### config.mk
export PLATFORM = sky130hd
export DESIGN_NAME = codec_sample_driver_flat
export DESIGN_NICKNAME = d
export VERILOG_FILES = /design/src/rtl/codec_sample_driver_if.sv /design/src/rtl/codec_sample_driver.sv /design/src/flat_wrapper.sv
export SDC_FILE = /design/constraint.sdc
export NUM_CORES = 1
export LEC_CHECK = 0
export CAP_MARGIN = 20
export CORE_ASPECT_RATIO = 0.9
export CORE_MARGIN = 5
export CORE_UTILIZATION = 50
export DETAILED_ROUTE_END_ITERATION = 8
export PLACE_DENSITY = 0.79
export SKIP_CTS_REPAIR_TIMING = 1
export SYNTH_ARGS = -nofsm -noshare
export SYNTH_HDL_FRONTEND = slang
export SYNTH_SLANG_ARGS = --single-unit
### constraint.sdc
create_clock -name clk -period 2.6 [get_ports clk]
set_input_delay 0.39 -clock clk [delete_from_list [all_inputs] [get_ports clk]]
set_output_delay 0.39 -clock clk [all_outputs]
set_load 0.05 [all_outputs]
### src/rtl/codec_sample_driver_if.sv
// codec_sample_driver_if: sample-request handshake plus 3-wire DAC link seen by codec_sample_driver.
interface codec_sample_driver_if;
  logic        generate_next;
  logic        sample_ready;
  logic [15:0] sample;
  logic        dac_sclk;
  logic        dac_sdata;
  logic        dac_frame;
  logic [7:0]  underrun_count;
  modport master (
    output generate_next, dac_sclk, dac_sdata, dac_frame, underrun_count,
    input  sample_ready, sample
  );
  modport slave (
    input  generate_next, dac_sclk, dac_sdata, dac_frame, underrun_count,
    output sample_ready, sample
  );
endinterface

### src/rtl/codec_sample_driver.sv
// codec_sample_driver: requests one sample per frame and shifts it MSB-first to a DAC at a fixed frame offset.
// Define CODEC_SAMPLE_OFFSET_BINARY_EN to send offset binary instead of two's complement.
module codec_sample_driver #(
  parameter int FRAME_LEN = 64,
  parameter int TIMEOUT   = 16
) (
  input  logic                  clk,
  input  logic                  reset,
  codec_sample_driver_if.master bus
);
  localparam int CW = $clog2(FRAME_LEN);
  localparam logic [CW-1:0] C_TO   = CW'(TIMEOUT);
  localparam logic [CW-1:0] C_LD   = CW'(TIMEOUT + 2);
  localparam logic [CW-1:0] C_LAST = CW'(FRAME_LEN - 1);
  typedef enum logic [2:0] {REQ, WAIT, HOLD, SHIFT, IDLE} state_t;
  state_t        r_state, w_next;
  logic [CW-1:0] r_cnt;
  logic [15:0]   r_held, r_sr, w_word;
  logic [4:0]    r_bc;
  logic [7:0]    r_under;
  logic          w_latch, w_miss, w_load;
`ifdef CODEC_SAMPLE_OFFSET_BINARY_EN
  assign w_word = {~r_held[15], r_held[14:0]};
`else
  assign w_word = r_held;
`endif
  always_ff @(posedge clk)
    if (!reset) r_state <= REQ;
    else        r_state <= w_next;
  // the frame counter wrap overrides every state, so a frame can never run long
  always_comb begin
    w_latch = r_state == WAIT && bus.sample_ready;
    w_miss  = r_state == WAIT && !bus.sample_ready && r_cnt == C_TO;
    w_load  = r_state == HOLD && r_cnt == C_LD;
    w_next  = r_cnt == C_LAST                                            ? REQ   :
              r_state == REQ                                             ? WAIT  :
              r_state == WAIT && (bus.sample_ready || r_cnt == C_TO)     ? HOLD  :
              w_load                                                     ? SHIFT :
              r_state == SHIFT && r_bc == 5'd31                          ? IDLE  :
                                                                           r_state;
  end
  always_ff @(posedge clk)
    if (!reset) begin
      r_cnt   <= '0;
      r_held  <= '0;
      r_sr    <= '0;
      r_bc    <= '0;
      r_under <= '0;
    end else begin
      r_cnt <= r_cnt == C_LAST ? '0 : r_cnt + CW'(1);
      if (w_latch) r_held <= bus.sample;
      if (w_miss && r_under != 8'hFF) r_under <= r_under + 8'd1;
      if (w_load) begin
        r_sr <= w_word;
        r_bc <= '0;
      end else if (r_state == SHIFT) begin
        r_bc <= r_bc + 5'd1;
        if (r_bc[0]) r_sr <= {r_sr[14:0], 1'b0};
      end
    end
  // request is gated by reset so nothing toggles while reset is held
  assign bus.generate_next  = reset && r_state == REQ;
  assign bus.dac_frame      = w_load;
  assign bus.dac_sclk       = r_state == SHIFT && r_bc[0];
  assign bus.dac_sdata      = r_state == SHIFT && r_sr[15];
  assign bus.underrun_count = r_under;
endmodule

### src/flat_wrapper.sv
// flat-port wrapper written by rule: the top's interface ports become plain ports
module codec_sample_driver_flat 
#(
  parameter int FRAME_LEN = 64,
  parameter int TIMEOUT   = 16
)
  (clk, reset, bus_generate_next, bus_dac_sclk, bus_dac_sdata, bus_dac_frame, bus_underrun_count, bus_sample_ready, bus_sample);
  codec_sample_driver_if bus_i ();
  input  logic clk;
  input  logic reset;
  output wire logic [$bits(bus_i.generate_next)-1:0] bus_generate_next;
  output wire logic [$bits(bus_i.dac_sclk)-1:0] bus_dac_sclk;
  output wire logic [$bits(bus_i.dac_sdata)-1:0] bus_dac_sdata;
  output wire logic [$bits(bus_i.dac_frame)-1:0] bus_dac_frame;
  output wire logic [$bits(bus_i.underrun_count)-1:0] bus_underrun_count;
  input wire logic [$bits(bus_i.sample_ready)-1:0] bus_sample_ready;
  input wire logic [$bits(bus_i.sample)-1:0] bus_sample;
  assign bus_generate_next = bus_i.generate_next;
  assign bus_dac_sclk = bus_i.dac_sclk;
  assign bus_dac_sdata = bus_i.dac_sdata;
  assign bus_dac_frame = bus_i.dac_frame;
  assign bus_underrun_count = bus_i.underrun_count;
  assign bus_i.sample_ready = bus_sample_ready;
  assign bus_i.sample = bus_sample;
  codec_sample_driver #(.FRAME_LEN(FRAME_LEN), .TIMEOUT(TIMEOUT)) u_core (.clk(clk), .reset(reset), .bus(bus_i));
endmodule
# After elaboration in Yosys (flattened, before gate mapping)
# Cells that the tools add are included.
[totals] regBits=54 in_bits=19 out_inout_bits=12
[op_classes] addsub=3 eq_ne=8 n_mux=7 bitwise=1 n_reduce_logical=22
[op_table] operator="two-way mux 16 bit" count=3
[op_table] operator="== test 6 x 5 -> 1 bit, second input constant" count=2
[op_table] operator="logical AND 1 bit" count=10
[op_table] operator="adder 8 x 1 -> 8 bit, second input constant" count=1
[op_table] operator="inequality test 8 bit, second input constant" count=1
[op_table] operator="adder 6 x 1 -> 6 bit, second input constant" count=1
[op_table] operator="== test 3 x 2 -> 1 bit, second input constant" count=2
[op_table] operator="== test 6 bit, second input constant" count=1
[op_table] operator="two-way mux 2 bit" count=3
[op_table] operator="adder 5 x 1 -> 5 bit, second input constant" count=1
[op_table] operator="== test 5 bit, second input constant" count=1
[op_table] operator="OR reduction 5 bit" count=1
[op_table] operator="nonzero test 2 bit" count=2
[op_table] operator="nonzero test 4 bit" count=1
[op_table] operator="OR reduction 2 bit" count=2
[op_table] operator="== test 3 x 1 -> 1 bit, second input constant" count=1
[op_table] operator="zero test 3 bit" count=1
[op_table] operator="nonzero test 3 bit" count=1
[op_table] operator="OR reduction 3 bit" count=1
[op_table] operator="AND reduction 2 bit" count=1
[op_table] operator="zero test 1 bit" count=1
[op_table] operator="logical OR 1 bit" count=1
[op_table] operator="two-way mux 1 bit" count=1
[op_table] operator="inverter 1 bit" count=1

# Depth between registers and ports, before layout
[depth] word_depth=6 ltp_mapped=9 mapped_depth_nobuf=7

# Least setup slack after synthesis
# No wires, ideal clock.
[synth_timing] kind="register -> output" start="register u_core.r_cnt[3]" end="output bus_dac_frame" t_arrival_ns=1.762 required_ns=2.210 path_slack_ns=0.448 path_stages_with_launch=6 path_buffers=2 path_cell_list="dfxtp_1 -> or4b_4 -> or2_2 -> buf_2 -> inv_2 -> buf_2"
[synth_between] elab_chain_len=2
[synth_lines] item="from (decl)" line_no="codec_sample_driver.sv:17" text="logic [CW-1:0] r_cnt;"
[synth_lines] item="from (signal assigned)" line_no="codec_sample_driver.sv:50" text="r_cnt <= r_cnt == C_LAST ? '0 : r_cnt + CW'(1);"
[synth_lines] item="== test 6 x 5 -> 1 bit" line_no="codec_sample_driver.sv:34" text="w_load = r_state == HOLD && r_cnt == C_LD;"
[synth_lines] item="logical AND 1 bit" line_no="codec_sample_driver.sv:34"
[synth_lines] item="to (decl)" line_no="flat_wrapper.sv:14" text="output wire logic [$bits(bus_i.dac_frame)-1:0] bus_dac_frame;"
# No other way between the ends.

# Final worst setup path
[layout_timing] start="register u_core.r_state[1]" end="output bus_dac_sdata"
[layout_between] elab_chain_len=2
[layout_lines] item="from (decl)" line_no="codec_sample_driver.sv:16" text="state_t r_state, w_next;"
[layout_lines] item="from (signal assigned)" line_no="codec_sample_driver.sv:29" text="else r_state <= w_next;"
[layout_lines] item="== test 3 x 2 -> 1 bit" line_no="codec_sample_driver.sv:65" text="assign bus.dac_sdata = r_state == SHIFT && r_sr[15];"
[layout_lines] item="logical AND 1 bit" line_no="codec_sample_driver.sv:65"
[layout_lines] item="to (decl)" line_no="flat_wrapper.sv:13" text="output wire logic [$bits(bus_i.dac_sdata)-1:0] bus_dac_sdata;"
# No other way between the ends.

==> metrics.md <==
| Metric | Value |
|---|---|
| # nets final | `roughly 340` |
| First-pass GRT wire length | `7.997 mm` |
| Crit start category | `flop` |
| PD cells | `591.0 mW/mm^2` |
| Crit share post-route | `97.07%` |
| DRT antenna net count | `0` |
| TNS Setup | `0 ns` |
| Drt first pass iters | `4` |
| Largest net degree at the start of global routing | `32` |
| Max-cap violations | `0` |
| CP Data Arrival Time | `2.13 ns` |
| # H-tree levels | `2` |
| GRT Total Usage | `approximately 17%` |
| Cell area after synthesis | `0.002326 mm^2` |
| Flops & latches, synth | `54` |
| Hold path cells | `2` |
| IO Count | `31` |
| WS Path Type | `flop to output port` |
| Worst Tran Pin Value | `0.7399 ns` |
| N_diodes | `0` |
| Layout cells sized above 1 | `7.348%` |
| # setup viols final | `0` |
| Outcome | `finished clean` |
| Die Ht | `74.71 um` |
| Die area | `0.006118 mm^2` |
| Input/output buffers | `30` |
| Synth unique cells | `43` |
| Core ar. | `0.004489 mm^2` |
| Ys async rst share | `0%` |
| Worst VDD drop | `0.3967 mV` |
| Clock skew | `0.003743 ns` |
| Min Hold Slack | `0.4613 ns` |
| Most frequent cells in the layout | `nand2_1 (75), dfxtp_1 (54), clkdlybuf4s50_1 (28), a21oi_1 (24), o21ai_0 (22)` |
| Ys flop type | `dfxtp_1` |
| Final Hold Viols | `0` |
| Row count | `23` |
| Final core utilization | `62.79%` |
| Clock buffer depth | `2` |
| Via density per instance | `5.387` |
| Area after DPL | `0.002676 mm^2` |
| Wire per inst | `12.41 um` |
| Tot Pwr | `1.666 mW` |
| Post-route non-filler standard cell count | `375` |
| Placer congestion estimate | `0.7783` |
| # DRC | `0` |
| Clk pin slew, worst setup/hold paths | `0.09 ns` |
| Die width | `around 82 um` |
| Root buffer cell | `clkbuf_8` |
| Avg Cell Area, Syn | `8.076 um^2` |
| Syn Nets | `313` |
| Reg-to-reg slack, setup | `0.35 ns` |
| Most common cell after layout, fill and taps aside | `nand2_1` |
| Reg2reg path depth | `6` |
| Setup WS pre-CTS | `between 0.4 and 0.5 ns` |
| Synthesis-to-layout area growth | `21.19%` |
| DRT iter0 DRCs | `105` |
| Crit Path Max Fanout | `10` |
| Filler instances | `416` |
| Worst setup margin | `between 0.07 and 0.08 ns` |
| Crit path capture type | `output port` |
| Worst flop-to-flop path endpoint | `u_core.bus.underrun_count[4]$_SDFFE_PN0P_` |
| Total placed cells including tap cells | `between 300 and 400` |
| Initial Utilization | `51.81%` |
| Multi-input logic area | `0.001141 mm^2` |
| Synth warn | `0` |
| RSZ-0062 raised after global routing | `no` |
| Post-Synthesis Cells | `288` |
| Final Max Tran Viols | `0` |
| Share of the synthesized area in the top cell type | `46.48%` |
| Drt total wl | `4.654 mm` |
| Worst slew margin | `50.62%` |
| Initial antenna violation count | `0` |
| Sequential area share after synthesis | `46.48%` |
| TritonCTS Buffers | `5` |
| Leading area contributor after synthesis | `dfxtp_1` |
| Leak | `0.9908 nW` |
| Via count | `just over 2000` |
| CTS tree | `built` |
| Worst skew pair latency | `0.30 ns` |
| HP Class | `flop to flop` |
| FF-to-FF Start | `u_core.r_cnt[0]$_SDFF_PP0_` |
| Grt ovf | `0` |
| Critical path data required time | `2.21 ns` |
| Minimum clock period | `2.524 ns` |
| Endpoint, Worst Hold | `u_core.r_held[9]$_SDFFE_PN0P_` |
| Post-synth EDFFs | `0` |
| Vias in the first global route | `1801` |
| Max frequency | `0.3962 GHz` |
| Clock Sinks | `between 50 and 60` |
| Hpwl dp | `3.232 mm` |
| Finished Cell Area | `0.002819 mm^2` |
| Register Area | `0.001081 mm^2` |
| Hold_sp | `u_core.r_held[9]$_SDFFE_PN0P_` |
| Top cells by area, synth | `dfxtp_1 (46%), nand2_1 (12%), a21oi_1 (5.2%), o21ai_0 (4.9%), a31oi_1 (4.3%)` |
-- sequential cells by signal (all words and copies together) (netlist names) --
name                       flops
u_core.bus.underrun_count      8
u_core.r_bc                    5
u_core.r_cnt                   6
u_core.r_held                 16
u_core.r_sr                   16
u_core.r_state                 3
-- critical path, stage by stage (launching register included) --
cell             delay, ns
dfxtp_1               0.49
and3b_1               0.35
and2_1                0.19
clkdlybuf4s50_1       0.80
-- synth_stat cells (all sizes together) (2+ instances only) --
library cell	count
and3b	2
nand3	9
buf	5
clkbuf	12
nor2	14
mux2i	5
a31oi	16
xor2	4
nand2	75
inv	7
ha	6
a21oi	24
nand4bb	2
dfxtp	54
nand2b	2
o21ai	24
nor3	2
or3	5
and2	3
and3	2
-- cell families after synthesis --
logic type                 count (synthesis)  synth area share (%)
and+or+nand+nor                          126                 25.66
AOI/OAI and AO/OA                         68                 16.14
DFF                                       54                 46.48
buffers and inverters                     24                 4.464
adders and majority gates                  6                 3.227
xor gates and xnor gates                   5                 1.883
muxes                                      5                 2.152
-- where the power goes --
part | switching [mW] | total [mW] | internal [mW]
sequential | 0.0193 | 0.868 | 0.849
combinational | 0.0617 | 0.122 | 0.0604
clock | 0.265 | 0.676 | 0.410
-- per-layer routing --
layer	track usage, %	up-vias	wire length, um
met4	8.118	0	84
met2	27.44	33	2170
met1	21.20	946	2199
met3	4.665	8	200
met5	0	-	0
li1	-	1033	-
-- worst max-delay path by stage --
stage                                   startpoint                                         to  cells past startpoint
CTS                 u_core.r_state[1]$_SDFFE_PP0P_                              bus_dac_sdata                      3
floorplan               u_core.r_cnt[3]$_SDFF_PP0_                              bus_dac_frame                      5
global route        u_core.r_state[1]$_SDFFE_PP0P_                              bus_dac_sdata                      3
finish              u_core.r_state[1]$_SDFFE_PP0P_                              bus_dac_sdata                      3
global placement        u_core.r_cnt[0]$_SDFF_PP0_  u_core.bus.underrun_count[4]$_SDFFE_PN0P_                      6
detailed placement      u_core.r_cnt[0]$_SDFF_PP0_  u_core.bus.underrun_count[4]$_SDFFE_PN0P_                      6
-- cell type report --
cell class,instances,area share (%)
clock buffers,6,2.929
clock inverters,2,2.130
inverters,7,0.9321
multi-input cells,210,40.48
flip-flops and latches,54,38.35
well taps,62,2.752
repair buffers,34,12.43
Note: power is estimated with default switching activity, not from simulation.
